### src/rtl/fft_frame_seq_if.sv
// rtl/fft_frame_seq_if.sv - FFT input/output stream bundle for the frame sequencer
interface fft_frame_seq_if #(
    parameter int DATLEN = 12,
    parameter int FFT_W  = 12
);
    logic [2*DATLEN-1:0] fft_in_data;
    logic                fft_in_valid;
    logic                fft_in_ready;
    logic                fft_in_last;
    logic [2*FFT_W-1:0]  fft_out_data;
    logic                fft_out_valid;
    logic                fft_out_last;

    modport master (
        output fft_in_data,
        output fft_in_valid,
        output fft_in_last,
        input  fft_in_ready,
        input  fft_out_data,
        input  fft_out_valid,
        input  fft_out_last
    );

    modport slave (
        input  fft_in_data,
        input  fft_in_valid,
        input  fft_in_last,
        output fft_in_ready,
        output fft_out_data,
        output fft_out_valid,
        output fft_out_last
    );
endinterface

### src/rtl/fft_frame_seq.sv
// rtl/fft_frame_seq.sv - ping-pong ADC frame buffer, bit-reversed FFT feeder and windowed peak finder
module fft_frame_seq #(
    parameter int DATLEN     = 12,
    parameter int LOG2N      = 4,
    parameter int FFT_W      = 12,
    parameter int OFFSET_BIN = 1,
    parameter int A_LO       = 1,
    parameter int A_HI       = 3,
    parameter int B_LO       = 4,
    parameter int B_HI       = 7
) (
    input  logic                  clk,
    input  logic                  reset_n,
    input  logic [DATLEN-1:0]     smp_data,
    input  logic                  smp_valid,
    fft_frame_seq_if.master       fft,
    input  logic                  clr_overrun,
    output logic [FFT_W:0]        max_a,
    output logic [LOG2N-1:0]      idx_a,
    output logic [FFT_W:0]        max_b,
    output logic [LOG2N-1:0]      idx_b,
    output logic                  max_valid,
    output logic                  overrun
);
    localparam int N = 1 << LOG2N;
    localparam logic [LOG2N-1:0]  CNT_LAST = '1;
    localparam logic [DATLEN-1:0] MSB_FLIP = (OFFSET_BIN != 0) ? {1'b1, {(DATLEN-1){1'b0}}} : '0;
    localparam logic [LOG2N-1:0]  A_LO_I = LOG2N'(A_LO);
    localparam logic [LOG2N-1:0]  A_HI_I = LOG2N'(A_HI);
    localparam logic [LOG2N-1:0]  B_LO_I = LOG2N'(B_LO);
    localparam logic [LOG2N-1:0]  B_HI_I = LOG2N'(B_HI);

    typedef enum logic {IDLE, STREAM} rd_state_t;

    function automatic logic [LOG2N-1:0] bitrev(input logic [LOG2N-1:0] v);
        for (int i = 0; i < LOG2N; i++) begin
            bitrev[i] = v[LOG2N-1-i];
        end
    endfunction

    logic [DATLEN-1:0] mem [2*N];
    logic [1:0]        full, full_set, full_clr;
    logic              wr_bank, rd_bank;
    logic [LOG2N-1:0]  wr_cnt, ld_cnt;
    logic              ld_done;
    logic              smp_take, smp_drop;
    logic              accept, load, frame_done;
    logic [DATLEN-1:0] rd_word;
    rd_state_t         state, state_nx;

    assign smp_take   = smp_valid & ~full[wr_bank];
    assign smp_drop   = smp_valid &  full[wr_bank];
    assign accept     = fft.fft_in_valid & fft.fft_in_ready;
    assign frame_done = accept & fft.fft_in_last;
    // The output register refills whenever it is empty or being drained this cycle
    assign load       = (state == STREAM) & ~ld_done & (~fft.fft_in_valid | fft.fft_in_ready);
    assign rd_word    = mem[{rd_bank, bitrev(ld_cnt)}] ^ MSB_FLIP;

    // Sample RAM: no reset, contents are don't-care until a frame is written
    always_ff @(posedge clk) begin
        if (smp_take) begin
            mem[{wr_bank, wr_cnt}] <= smp_data;
        end
    end

    // Write pointer: advance on every stored sample, swap banks after the last one
    always_ff @(posedge clk or negedge reset_n) begin
        if (!reset_n) begin
            wr_bank <= 1'b0;
            wr_cnt  <= '0;
        end else if (smp_take) begin
            wr_cnt <= wr_cnt + 1'b1;
            if (wr_cnt == CNT_LAST) begin
                wr_bank <= ~wr_bank;
            end
        end
    end

    // Per-bank set/clear requests; they always target different banks
    always_comb begin
        full_set = '0;
        full_clr = '0;
        if (smp_take && (wr_cnt == CNT_LAST)) full_set[wr_bank] = 1'b1;
        if (frame_done)                       full_clr[rd_bank] = 1'b1;
    end

    // Bank full flags and sticky overrun; a drop outranks a simultaneous clear
    always_ff @(posedge clk or negedge reset_n) begin
        if (!reset_n) begin
            full    <= '0;
            overrun <= 1'b0;
        end else begin
            full <= (full & ~full_clr) | full_set;
            if (smp_drop) begin
                overrun <= 1'b1;
            end else if (clr_overrun) begin
                overrun <= 1'b0;
            end
        end
    end

    // Read FSM state register
    always_ff @(posedge clk or negedge reset_n) begin
        if (!reset_n) begin
            state <= IDLE;
        end else begin
            state <= state_nx;
        end
    end

    // Read FSM next state: stream a frame once its bank is full, idle after its last word leaves
    always_comb begin
        state_nx = state;
        case (state)
            IDLE:    if (full[rd_bank]) state_nx = STREAM;
            STREAM:  if (frame_done)    state_nx = IDLE;
            default: state_nx = IDLE;
        endcase
    end

    // Read counters: ld_cnt counts words moved into the output register
    always_ff @(posedge clk or negedge reset_n) begin
        if (!reset_n) begin
            rd_bank <= 1'b0;
            ld_cnt  <= '0;
            ld_done <= 1'b0;
        end else begin
            if (state == IDLE) begin
                ld_cnt  <= '0;
                ld_done <= 1'b0;
            end else if (load) begin
                ld_cnt <= ld_cnt + 1'b1;
                if (ld_cnt == CNT_LAST) ld_done <= 1'b1;
            end
            if (frame_done) rd_bank <= ~rd_bank;
        end
    end

    // FFT input word register: held while stalled, imag part always zero
    always_ff @(posedge clk or negedge reset_n) begin
        if (!reset_n) begin
            fft.fft_in_data  <= '0;
            fft.fft_in_valid <= 1'b0;
            fft.fft_in_last  <= 1'b0;
        end else if (load) begin
            fft.fft_in_data  <= {rd_word, {DATLEN{1'b0}}};
            fft.fft_in_valid <= 1'b1;
            fft.fft_in_last  <= (ld_cnt == CNT_LAST);
        end else if (accept) begin
            fft.fft_in_valid <= 1'b0;
            fft.fft_in_last  <= 1'b0;
        end
    end

    logic [FFT_W-1:0] re, im;
    logic [FFT_W:0]   abs_re, abs_im, mag;
    logic [FFT_W:0]   run_a, run_b, nx_a, nx_b;
    logic [LOG2N-1:0] run_ia, run_ib, nx_ia, nx_ib, bin_cnt;
    logic             in_a, in_b, frame_end;

    // Magnitude widened by one bit so that |-2^(FFT_W-1)| is exact
    assign re        = fft.fft_out_data[2*FFT_W-1:FFT_W];
    assign im        = fft.fft_out_data[FFT_W-1:0];
    assign abs_re    = re[FFT_W-1] ? -{re[FFT_W-1], re} : {1'b0, re};
    assign abs_im    = im[FFT_W-1] ? -{im[FFT_W-1], im} : {1'b0, im};
    assign mag       = abs_re + abs_im;
    assign in_a      = (bin_cnt >= A_LO_I) && (bin_cnt <= A_HI_I);
    assign in_b      = (bin_cnt >= B_LO_I) && (bin_cnt <= B_HI_I);
    assign frame_end = fft.fft_out_valid & (fft.fft_out_last | (bin_cnt == CNT_LAST));

    // Running peaks including the current word; strict compare keeps the lowest bin on ties
    always_comb begin
        nx_a  = run_a;
        nx_ia = run_ia;
        nx_b  = run_b;
        nx_ib = run_ib;
        if (fft.fft_out_valid && in_a && (mag > run_a)) begin
            nx_a  = mag;
            nx_ia = bin_cnt;
        end
        if (fft.fft_out_valid && in_b && (mag > run_b)) begin
            nx_b  = mag;
            nx_ib = bin_cnt;
        end
    end

    // Peak tracking, bin counter and per-frame result publication
    always_ff @(posedge clk or negedge reset_n) begin
        if (!reset_n) begin
            bin_cnt   <= '0;
            run_a     <= '0;
            run_ia    <= A_LO_I;
            run_b     <= '0;
            run_ib    <= B_LO_I;
            max_a     <= '0;
            idx_a     <= '0;
            max_b     <= '0;
            idx_b     <= '0;
            max_valid <= 1'b0;
        end else begin
            max_valid <= frame_end;
            if (frame_end) begin
                max_a   <= nx_a;
                idx_a   <= nx_ia;
                max_b   <= nx_b;
                idx_b   <= nx_ib;
                run_a   <= '0;
                run_ia  <= A_LO_I;
                run_b   <= '0;
                run_ib  <= B_LO_I;
                bin_cnt <= '0;
            end else if (fft.fft_out_valid) begin
                run_a   <= nx_a;
                run_ia  <= nx_ia;
                run_b   <= nx_b;
                run_ib  <= nx_ib;
                bin_cnt <= bin_cnt + 1'b1;
            end
        end
    end
endmodule
### src/flat_wrapper.sv
// flat-port wrapper written by rule: the top's interface ports become plain ports
module fft_frame_seq_flat 
#(
    parameter int DATLEN     = 12,
    parameter int LOG2N      = 4,
    parameter int FFT_W      = 12,
    parameter int OFFSET_BIN = 1,
    parameter int A_LO       = 1,
    parameter int A_HI       = 3,
    parameter int B_LO       = 4,
    parameter int B_HI       = 7
)
  (clk, reset_n, smp_data, smp_valid, clr_overrun, max_a, idx_a, max_b, idx_b, max_valid, overrun, fft_fft_in_data, fft_fft_in_valid, fft_fft_in_last, fft_fft_in_ready, fft_fft_out_data, fft_fft_out_valid, fft_fft_out_last);
  fft_frame_seq_if #(.DATLEN(DATLEN), .FFT_W(FFT_W)) fft_i ();
  input  logic clk;
  input  logic reset_n;
  input  logic [DATLEN-1:0] smp_data;
  input  logic smp_valid;
  input  logic clr_overrun;
  output logic [FFT_W:0] max_a;
  output logic [LOG2N-1:0] idx_a;
  output logic [FFT_W:0] max_b;
  output logic [LOG2N-1:0] idx_b;
  output logic max_valid;
  output logic overrun;
  output wire logic [$bits(fft_i.fft_in_data)-1:0] fft_fft_in_data;
  output wire logic [$bits(fft_i.fft_in_valid)-1:0] fft_fft_in_valid;
  output wire logic [$bits(fft_i.fft_in_last)-1:0] fft_fft_in_last;
  input wire logic [$bits(fft_i.fft_in_ready)-1:0] fft_fft_in_ready;
  input wire logic [$bits(fft_i.fft_out_data)-1:0] fft_fft_out_data;
  input wire logic [$bits(fft_i.fft_out_valid)-1:0] fft_fft_out_valid;
  input wire logic [$bits(fft_i.fft_out_last)-1:0] fft_fft_out_last;
  assign fft_fft_in_data = fft_i.fft_in_data;
  assign fft_fft_in_valid = fft_i.fft_in_valid;
  assign fft_fft_in_last = fft_i.fft_in_last;
  assign fft_i.fft_in_ready = fft_fft_in_ready;
  assign fft_i.fft_out_data = fft_fft_out_data;
  assign fft_i.fft_out_valid = fft_fft_out_valid;
  assign fft_i.fft_out_last = fft_fft_out_last;
  fft_frame_seq #(.DATLEN(DATLEN), .LOG2N(LOG2N), .FFT_W(FFT_W), .OFFSET_BIN(OFFSET_BIN), .A_LO(A_LO), .A_HI(A_HI), .B_LO(B_LO), .B_HI(B_HI)) u_core (.clk(clk), .reset_n(reset_n), .smp_data(smp_data), .smp_valid(smp_valid), .fft(fft_i), .clr_overrun(clr_overrun), .max_a(max_a), .idx_a(idx_a), .max_b(max_b), .idx_b(idx_b), .max_valid(max_valid), .overrun(overrun));
endmodule
### config.mk
export PLATFORM = sky130hd
export DESIGN_NAME = fft_frame_seq_flat
export DESIGN_NICKNAME = d
export VERILOG_FILES = /design/src/rtl/fft_frame_seq_if.sv /design/src/rtl/fft_frame_seq.sv /design/src/flat_wrapper.sv
export SDC_FILE = /design/constraint.sdc
export NUM_CORES = 1
export LEC_CHECK = 0
export CORE_MARGIN = 3
export CORE_UTILIZATION = 25
export CTS_BUF_LIST = sky130_fd_sc_hd__clkbuf_4 sky130_fd_sc_hd__clkbuf_8 sky130_fd_sc_hd__clkbuf_16
export DETAILED_ROUTE_END_ITERATION = 7
export HOLD_SLACK_MARGIN = 0.12
export PLACE_DENSITY = 0.39
export SYNTH_ARGS = -nofsm -noshare
export SYNTH_HDL_FRONTEND = slang
export SYNTH_SLANG_ARGS = --single-unit
### constraint.sdc
create_clock -name clk -period 5.4 [get_ports clk]
set_clock_uncertainty 0.2 [all_clocks]
set_input_delay 1.08 -clock clk [delete_from_list [all_inputs] [get_ports clk]]
set_output_delay 1.08 -clock clk [all_outputs]
set_load 0.01 [all_outputs]
==> impl_metrics.tcl, run 1 <==
set metrics [dict create \
    finalSetupTns_ns 0 \
    p_int_mw 8.07 \
    cap_violations 0 \
    clk-insertion-delay-late_ns 0.61 \
    fin_crit_sh 0.957 \
    timing.hold.ws_ns 0.258 \
    root_buffer "clkbuf_16" \
    yosys.area.top_type "edfxtp_1" \
    initialDrtViolationCount 566 \
    comb_power_share 0.284 \
    p_total_mw 11.7 \
    cp.required_ns 5.71 \
    start_util 0.253 \
    antenna_left 0 \
    clk_pin_slew_ns 0.06 \
    synthFlopType "edfxtp_1" \
    place_inst 2483 \
    rows 105 \
    ios 105 \
    stdcell_count 2588 \
    max_slew.worst_pin.slew_ns 1.19 \
    synthTopCellsByCount "edfxtp_1, mux4_2, dfrtp_1" \
    yosysSeqAreaShare 0.677 \
    ys_async_sr_fraction 0.210 \
    setup_violations 0 \
    ys.warnings.count 0 \
    fmax_ghz 0.193 \
    worstPathArrival_ns 5.48 \
    grt_pass1_vias 12100 \
    num_vias 11500 \
    synthToLayoutAreaGrowth_pct 23.2 \
    rsz0062_at_grt "true" \
    grt_overflow 0 \
    synth_top_area_frac 0.554 \
    clkSinkCount 486 \
    synth_edf_count 384 \
    portBuffers 92 \
    syn_area_sq_um 20800 \
    h-tree-depth 2 \
    r2r_setup_slack_ns 1.80 \
    peakVddDrop_uv 248 \
    switching_power_mw 3.65 \
    p_seq_frac 0.414 \
    routedWlPerCell_um 21.5 \
    die_width_um 295 \
    grt_start_max_net_pins 60 \
    yosysMostFrequentCell "edfxtp_1" \
    crit_path_start_kind "input port" \
    hold_class "in -> async" \
    syn_inst 1262 \
    grt_usage 0.129 \
    via_per_inst 4.44 \
    min_period_ns 5.17 \
    die_area_sq_um 86700 \
    fin_nets 1565 \
    powerDensity_nw_per_um2 457 \
    outcome "complete, no violations" \
    multi_input_area_sq_um 6390 \
    clockPowerShare 0.302 \
    drive_gt1_frac 0.253 \
    nFillCells 8141 \
    p_leak_nw 8.83 \
    ys_seq_elements 486 \
    maxSlewViolCount 0 \
    totalWireLength_mm 55.7 \
    max_slew_margin 0.201 \
    critical_path.max_fanout 7 \
    cts_tree "built" \
    dieHeight_um 295 \
    crit_type "in -> reg" \
    grt_antenna_before_repair 1 \
    cts_hold_buf 0 \
    yosys-top-cells-area "edfxtp_1, dfrtp_1, mux4_2" \
    grt_pass1_wl_mm 82.1 \
    syn_avg_cell_area_sq_um 16.5 \
    clock_path_buffers 3 \
    gp_congestion 0.777 \
    ys_types 64 \
    coreArea_sq_um 82200 \
    cts_buffers 52 \
    finalHoldViolCount 0 \
    drc 0 \
    worstSetupEndpointType "flop" \
    hpwlAfterDp_mm 35.9 \
    switching_share 0.311 \
    detail_route.first_pass.iterations 5 \
    ff_latch_area_sq_um 14100 \
]
-- final cells by class --
class / instances / area share
Timing Repair Buffer: 218 / 0.0753
Tap cell: 1070 / 0.0522
Inverter: 45 / 0.00659
Clock inverter: 22 / 0.00791
Sequential cell: 486 / 0.550
Antenna cell: 2 / 0.000195
Clock buffer: 75 / 0.0587
Multi-Input combinational cell: 670 / 0.249
-- state kept, by name (all words and copies together) (netlist names) --
register	cells
u_core.full	2
u_core.mem	384
u_core.run_b	13
u_core.max_valid	1
u_core.idx_a	4
u_core.state	1
u_core.ld_done	1
u_core.max_b	13
u_core.bin_cnt	4
u_core.rd_bank	1
u_core.max_a	13
u_core.idx_b	4
u_core.ld_cnt	4
u_core.run_ib	4
u_core.wr_bank	1
u_core.fft.fft_in_last	1
u_core.fft.fft_in_data	12
u_core.overrun	1
u_core.run_ia	4
u_core.fft.fft_in_valid	1
u_core.wr_cnt	4
u_core.run_a	13
-- what timing repair did --
item,4_1_cts,5_1_grt
pin swaps,1,12
resized for setup,4,29
buffers inserted,0,6
hold endpoints to repair,0,0
cloned,0,0
endpoints found under the setup margin,7,63
-- critical path: stages --
cell	delay (ns)
clkdlybuf4s50_1	0.47
nor3_2	0.17
nand2_1	0.09
or3_1	0.35
o31ai_2	0.21
xnor2_1	0.15
ha_1	0.26
and2_1	0.17
a221oi_2	0.33
o41ai_4	0.15
xnor2_2	0.20
inv_1	0.10
ha_1	0.32
and4_1	0.21
nand3_1	0.12
a31o_1	0.25
a31oi_4	0.23
buf_12	0.16
mux2_2	0.34
o21ai_1	0.12
-- kinds of logic (layout without fill, tap and decap cells) --
kind of cell / Yosys count / count (layout) / share of synthesized area
flops: 486 / 486 / 0.677
simple gates: 248 / 248 / 0.0551
mux: 178 / 178 / 0.151
compound gates: 152 / 152 / 0.0462
buf+inv: 117 / 360 / 0.0277
fa+ha+maj: 49 / 49 / 0.0298
xor+xnor: 31 / 31 / 0.0130
other cells: 1 / 14 / 0.000180
-- power by group through the flow --
stage | clock network, mW | registers, mW | logic (mW)
2_1_floorplan | 0 | 4.62 | 2.16
3_3_place_gp | 0 | 4.95 | 3.33
3_5_place_dp | 0 | 4.95 | 3.35
4_1_cts | 3.66 | 4.88 | 3.36
5_1_grt | 3.81 | 4.93 | 3.63
6_report | 3.54 | 4.86 | 3.33
-- per-stage QoR --
step	cell area, sq um	util	worst slack, ns
5_1_grt	25600	0.312	-0.0290
4_1_cts	25500	0.309	-0.00933
3_3_place_gp	23700	0.288	-0.673
6_report	25600	0.312	0.232
2_1_floorplan	20900	-	0.00875
3_5_place_dp	23700	0.288	-0.661
-- per-layer routing --
layer  global-route usage  wire, um  vias to the layer above
li1                     -         -                     5293
met2                0.220     27600                      193
met3               0.0211      2040                       68
met1                0.171     25100                     5947
met4               0.0325      1020                        0
met5                    0         0                        -
-- path summary, 6_finish.rpt --
kind                                             startpoint                           end  cells past startpoint
worst min register to register  u_core.idx_b[2]$_DFFE_PN0P_   u_core.idx_b[2]$_DFFE_PN0P_                      2
max in group asynchronous                           reset_n  u_core.ld_cnt[2]$_DFFE_PN0P_                      2
worst min-delay path                                reset_n  u_core.max_b[11]$_DFFE_PN0P_                      1
min in group clk                u_core.idx_b[2]$_DFFE_PN0P_   u_core.idx_b[2]$_DFFE_PN0P_                      2
worst max-delay path                   fft_fft_out_data[14]   u_core.max_a[2]$_DFFE_PN0P_                     20
worst max register to register   u_core.wr_bank$_DFFE_PN0P_  u_core.mem[19][11]$_DFFE_PP_                      4
-- cell usage in the layout, fill, tap and decap left out, types with 4 or more instances in the layout --
cell and instances:
a21o_1 9, a21oi_1 20, a31oi_1 4, and2_1 6, and3_1 7, buf_12 4, buf_4 120, clkbuf_16 53
clkbuf_4 20, clkdlybuf4s50_1 89, clkinv_1 8, clkinv_2 9, conb_1 12, dfrtp_1 97, edfxtp_1 384, ha_1 48
inv_1 43, mux2i_1 62, mux2i_2 6, mux4_2 109, nand2_1 82, nand2b_1 12, nand3_1 19, nand4_1 4
nor2_1 58, nor2_2 19, nor2b_1 6, nor3_1 8, o211ai_1 5, o21ai_0 39, o21ai_1 28, o221a_2 4
o31ai_1 10, or3_1 7, xnor2_1 26
(Power assumes the default switching activity.)
==> run 2: changes to the inputs <==
Settings changed: SLEW_MARGIN from default to 20.
==> run 2 against run 1 <==
  * Critical path depth is 2 higher
  * Global-route usage is essentially flat
  * Final cell count shrank 0.12%
  * Combinational power hardly changed
  * Final area down 0.18%
  * Count of clock-buffer cells in the layout fell by 4
  * Worst hold slack worse by 0.0035 ns
  * Via count rose by 0.77%
  * Power shrank 0.46%
  * Sequential share of layout area increased by 0.10 points
  * Critical endpoint unchanged
==> impl_metrics.tcl, run 2 (synthesis results as in run 1) <==
set metrics [dict create \
    clkSinkCount 486 \
    cts_tree "built" \
    fin_nets 1562 \
    mostFrequentLayoutCell "edfxtp_1" \
    drc 0 \
    start_util 0.253 \
    drive_gt1_frac 0.254 \
    powerDensity_nw_per_um2 456 \
    cp_slowest_cell "clkdlybuf4s50_1" \
    antenna_left 0 \
    crit_type "in -> reg" \
    outcome "complete, no violations" \
    ios 105 \
    max_flop_register "u_core.mem" \
    h-tree-depth 2 \
    grt_pass1_vias 12200 \
    root_buffer "clkbuf_16" \
    fin_crit_sh 0.971 \
    grt_pass1_wl_mm 82.1 \
    grt_usage 0.129 \
    crit_path_max_incr_delay_ns 0.45 \
    cp.required_ns 5.70 \
    die_area_sq_um 86700 \
    detail_route.first_pass.iterations 5 \
    peakVddDrop_uv 252 \
    min_period_ns 5.25 \
    worstPathArrival_ns 5.55 \
    fmax_ghz 0.191 \
    num_vias 11600 \
    die_width_um 295 \
    p_leak_nw 8.78 \
    clk_pin_slew_ns 0.06 \
    clock_path_buffers 3 \
    rows 105 \
    critical_path.max_fanout 7 \
    crit_chain "clkdlybuf4s50_1 -> inv_1 -> ha_1 -> nand2b_1 -> nor4_2 -> nand2b_1 -> o21ai_1 -> xnor2_1 -> ha_1 -> and2_1 -> nand2_1 -> o41ai_2 -> xnor2_1 -> inv_1 -> ha_1 -> and4_1 -> nand3_2 -> a31o_4 -> a31oi_4 -> buf_12 -> mux2_2 -> o21ai_1" \
    gp_congestion 0.777 \
    grt_antenna_before_repair 1 \
    max_slew_margin 0.326 \
    grt_overflow 0 \
    setup_violations 0 \
    synthToLayoutAreaGrowth_pct 22.9 \
    coreArea_sq_um 82200 \
    dieHeight_um 295 \
    largest_reg_flops 384 \
    initialDrtViolationCount 608 \
    cap_violations 0 \
    grt_start_max_net_pins 60 \
    routedWlPerCell_um 21.7 \
    clk-insertion-delay-late_ns 0.61 \
    maxSlewViolCount 0 \
    finalHoldViolCount 0 \
    nFillCells 8108 \
    via_per_inst 4.48 \
    max_slew.worst_pin.slew_ns 1.01 \
    cts_hold_buf 0 \
    timing.hold.ws_ns 0.255 \
    totalWireLength_mm 56.1 \
    crit_path_start_kind "input port" \
    p_total_mw 11.7 \
    cts_buffers 52 \
    ff_latch_area_sq_um 14100 \
    multi_input_area_sq_um 6410 \
    final_cell_mix "edfxtp_1, buf_4, mux4_2, dfrtp_1, clkdlybuf4s50_1" \
    hpwlAfterDp_mm 35.9 \
    path_common_cell "ha_1" \
    worstSetupEndpointType "flop" \
    portBuffers 92 \
    hold_class "in -> async" \
]
==> run 2: cell count changes in the layout (fill, tap and decap cells not counted), moves of 2 or more <==
| cell | before | now |
|---|---|---|
| mux2i_1 | 62 | 59 |
| buf_2 | 0 | 2 |
| mux2i_2 | 6 | 9 |
| o21ai_1 | 28 | 30 |
| a31o_4 | 0 | 3 |
| clkinv_1 | 8 | 12 |
| clkinvlp_4 | 1 | 3 |
| clkbuf_4 | 20 | 17 |
| buf_4 | 120 | 116 |
| a31o_1 | 2 | 0 |
==> run 2: worst max-delay path, delay by kind of cell <==
kind | cells | cell delay [ns]
multiplexers | 1 | 0.34
AND/OR/NAND/NOR | 7 | 1.11
buffers and inverters | 4 | 0.81
AO/OA/AOI/OAI | 5 | 1.11
XOR/XNOR | 2 | 0.30
adder cells (fa/ha/maj) | 3 | 0.78
==> run 2: repair_timing <==
action | CTS | global route
buffers inserted | 0 | 3
endpoints found under the hold margin | 0 | 0
setup endpoints to repair | 5 | 68
gates cloned | 0 | 0
pin swaps | 1 | 9
gates resized for setup | 1 | 38
==> run 2: per-layer routing <==
layer,vias up,global-route usage,share of wire
met4,0,0.0341,0.020
met5,-,0,0
met2,209,0.219,0.49
li1,5291,-,-
met1,6018,0.173,0.45
met3,71,0.0209,0.035
==> run 2: per-stage QoR <==
step	std cells	utilization	worst slack (ns)	area [sq um]	TNS, ns
after floorplan	1273	-	0.00875	20900	0
after global placement	2483	0.288	-0.673	23700	-39.56
after detailed placement	2483	0.288	-0.647	23700	-36.73
after CTS	2581	0.309	-0.00605	25400	-0.00805
after global routing	2584	0.311	-0.0380	25600	-0.255
final	2585	0.311	0.155	25600	0
==> run 2: worst paths after layout <==
kind	start	to	slack [ns]	depth (start not counted)
worst max-delay path	fft_fft_out_data[13]	u_core.max_a[2]$_DFFE_PN0P_	0.15	22
worst min-delay path	reset_n	u_core.max_b[1]$_DFFE_PN0P_	0.25	1
worst max register to register	u_core.wr_bank$_DFFE_PN0P_	u_core.mem[23][11]$_DFFE_PP_	1.79	4
worst min register to register	u_core.idx_b[2]$_DFFE_PN0P_	u_core.idx_b[2]$_DFFE_PN0P_	0.27	2
max in group asynchronous	reset_n	u_core.ld_cnt[3]$_DFFE_PN0P_	3.67	2
min in group clk	u_core.idx_b[2]$_DFFE_PN0P_	u_core.idx_b[2]$_DFFE_PN0P_	0.27	2
==> run 2: where the power goes <==
part / internal, mW / switching, mW
registers: 4.39 / 0.470
clock network: 1.96 / 1.51
logic: 1.64 / 1.70
==> run 2: layout make-up <==
class	count	share of cell area
Timing Repair Buffer	215	0.0742
Inverter	45	0.00660
Sequential cell	486	0.551
Clock buffer	71	0.0574
Clock inverter	27	0.00792
Antenna cell	1	0.0000978
Tap cell	1070	0.0523
Multi-Input combinational cell	670	0.251
==> run 3: changes to the inputs <==
Clock period 5.4 ns to 5.8 ns, I/O delays scaled along.
==> run 3 against run 2 <==
  * Worst hold slack better by 0.024 ns
  * Wire length is 2.2% lower
  * Final area is 0.82% lower
  * Clock power is 3% lower
  * Die area stayed put
  * Non-clock buffer count is 15 lower
  * Sequential share of layout area is 0.46 points higher
  * Core utilization is 0.25 points lower
  * Critical path type unchanged
  * Critical endpoint is now u_core.max_b[2]$_DFFE_PN0P_
  * Largest cell class unchanged
  * Largest power group unchanged
==> impl_metrics.tcl, run 3 (synthesis results as in run 1) <==
set metrics [dict create \
    powerDensity_nw_per_um2 429 \
    die_area_sq_um 86700 \
    clockPowerShare 0.310 \
    h-tree-depth 2 \
    hold_class "reg -> reg" \
    maxSlewViolCount 0 \
    gp_congestion 0.751 \
    antenna_left 0 \
    rows 105 \
    num_vias 11400 \
    cap_violations 0 \
    ios 105 \
    largest_reg_flops 384 \
    switching_power_mw 3.39 \
    comb_power_share 0.280 \
    grt_start_max_net_pins 77 \
    grt_pass1_vias 11900 \
    switching_share 0.311 \
    fin_area_sq_um 25400 \
    root_buffer "clkbuf_16" \
    grt_pass1_wl_mm 81.2 \
    max_flop_register "u_core.mem" \
    critical_path.max_fanout 5 \
    cp.required_ns 6.06 \
    die_width_um 295 \
    grt_usage 0.128 \
    crit_chain "clkdlybuf4s50_1 -> inv_1 -> ha_1 -> nand2_1 -> o21ai_0 -> buf_4 -> fa_1 -> a211oi_1 -> o21ai_1 -> buf_4 -> a311o_1 -> o311ai_1 -> buf_4 -> ha_1 -> and3_1 -> nand3_1 -> a31o_1 -> a31oi_2 -> buf_4 -> mux2i_1 -> o21ai_0" \
    portBuffers 92 \
    grt_overflow 0 \
    worstSetupEndpointType "flop" \
    max_slew.worst_pin.slew_ns 1.00 \
    cts_buffers 52 \
    p_int_mw 7.51 \
    mostFrequentLayoutCell "edfxtp_1" \
    max_slew_margin 0.333 \
    crit_type "in -> reg" \
    p_seq_frac 0.410 \
    coreArea_sq_um 82200 \
    p_total_mw 10.9 \
    p_leak_nw 8.70 \
    drive_gt1_frac 0.232 \
    hpwlAfterDp_mm 35.0 \
    via_per_inst 4.45 \
    worstPathArrival_ns 5.66 \
    routedWlPerCell_um 21.4 \
    clock_path_buffers 3 \
    dp_slack_ns -0.293 \
    start_util 0.253 \
    finalSetupTns_ns 0 \
    peakVddDrop_uv 221 \
    clkSinkCount 486 \
    post_dp_cell_area_sq_um 23600 \
    setup_violations 0 \
    fmax_ghz 0.185 \
    clk_pin_slew_ns 0.06 \
    gr-usage-met3 0.0230 \
    grt_antenna_before_repair 3 \
    drc 0 \
    synthToLayoutAreaGrowth_pct 21.9 \
    clk-insertion-delay-late_ns 0.61 \
    cts_hold_buf 0 \
    outcome "complete, no violations" \
    cp_slowest_cell "clkdlybuf4s50_1" \
    totalWireLength_mm 54.9 \
    path_common_cell "buf_4" \
    cts_tree "built" \
    min_period_ns 5.40 \
    fin_ws_ns 0.399 \
    fin_nets 1547 \
    final_cell_mix "edfxtp_1, mux4_2, buf_4, dfrtp_1, clkdlybuf4s50_1" \
    crit_path_max_incr_delay_ns 0.48 \
    dieHeight_um 295 \
    crit_path_start_kind "input port" \
    fin_crit_sh 0.931 \
    detail_route.first_pass.iterations 4 \
    grt_use_met2 0.215 \
    use_met1 0.171 \
    initialDrtViolationCount 621 \
    finalHoldViolCount 0 \
    rsz0062_at_grt "false" \
    grt_most_used_layer "met2" \
]
## run 3: changes by cell type in the layout (fill, tap and decap cells not counted), moves of 9 or more
cell      previous run  this run
mux2i_2              9         0
clkbuf_4            17         8
mux2i_1             59        68
buf_4              116       106
## run 3: power by group through the flow
stage / clock [mW] / sequential [mW] / combinational [mW]
detailed placement: 0 / 4.56 / 3.12
finish: 3.37 / 4.47 / 3.05
global placement: 0 / 4.56 / 3.11
global route: 3.63 / 4.54 / 3.33
floorplan: 0 / 4.30 / 2.01
CTS: 3.49 / 4.49 / 3.13
## run 3: worst paths after layout
kind	startpoint	to	cells after the start	slack (ns)
setup / recovery	fft_fft_out_data[0]	u_core.max_b[2]$_DFFE_PN0P_	21	0.40
hold / removal	u_core.idx_b[2]$_DFFE_PN0P_	u_core.idx_b[2]$_DFFE_PN0P_	2	0.28
setup reg to reg	u_core.wr_bank$_DFFE_PN0P_	u_core.mem[27][1]$_DFFE_PP_	4	2.23
hold reg to reg	u_core.idx_b[2]$_DFFE_PN0P_	u_core.idx_b[2]$_DFFE_PN0P_	2	0.28
max in group asynchronous	reset_n	u_core.ld_cnt[2]$_DFFE_PN0P_	2	4.04
min in group asynchronous	reset_n	u_core.max_b[4]$_DFFE_PN0P_	1	0.39
## run 3: critical path, delay by kind of cell
kind,cells,cell delay [ns]
compound gates,8,1.77
buf+inv,6,1.30
fa+ha+maj,3,0.83
simple gates,3,0.37
mux,1,0.23
## run 3: layout make-up
class	count	area (sq um)
Tap cell	1070	1340
Antenna cell	1	2.50
Clock inverter	35	350
Inverter	45	169
Timing Repair Buffer	200	1750
Fill cell	8146	56900
Sequential cell	486	14100
Multi-Input combinational cell	670	6270
Clock buffer	62	1400
## run 3: per-stage QoR
| step | hold WS [ns] | std cells | util |
|---|---|---|---|
| floorplan | 0.267 | 1273 | - |
| finish | 0.279 | 2569 | 0.309 |
| global route | 0.304 | 2568 | 0.309 |
| CTS | 0.281 | 2568 | 0.308 |
| global placement | 0.261 | 2471 | 0.287 |
| detailed placement | 0.268 | 2471 | 0.287 |
## run 3: repair_timing
item,in CTS,in global routing
gates resized for setup,0,4
hold endpoints to repair,0,0
setup buffers,0,0
endpoints found under the setup margin,0,18
## run 3: routing by layer
layer	part of all wire	up-vias
li1	-	5259
met4	0.016	2
met1	0.46	5913
met2	0.49	194
met3	0.039	61
met5	0.00024	-
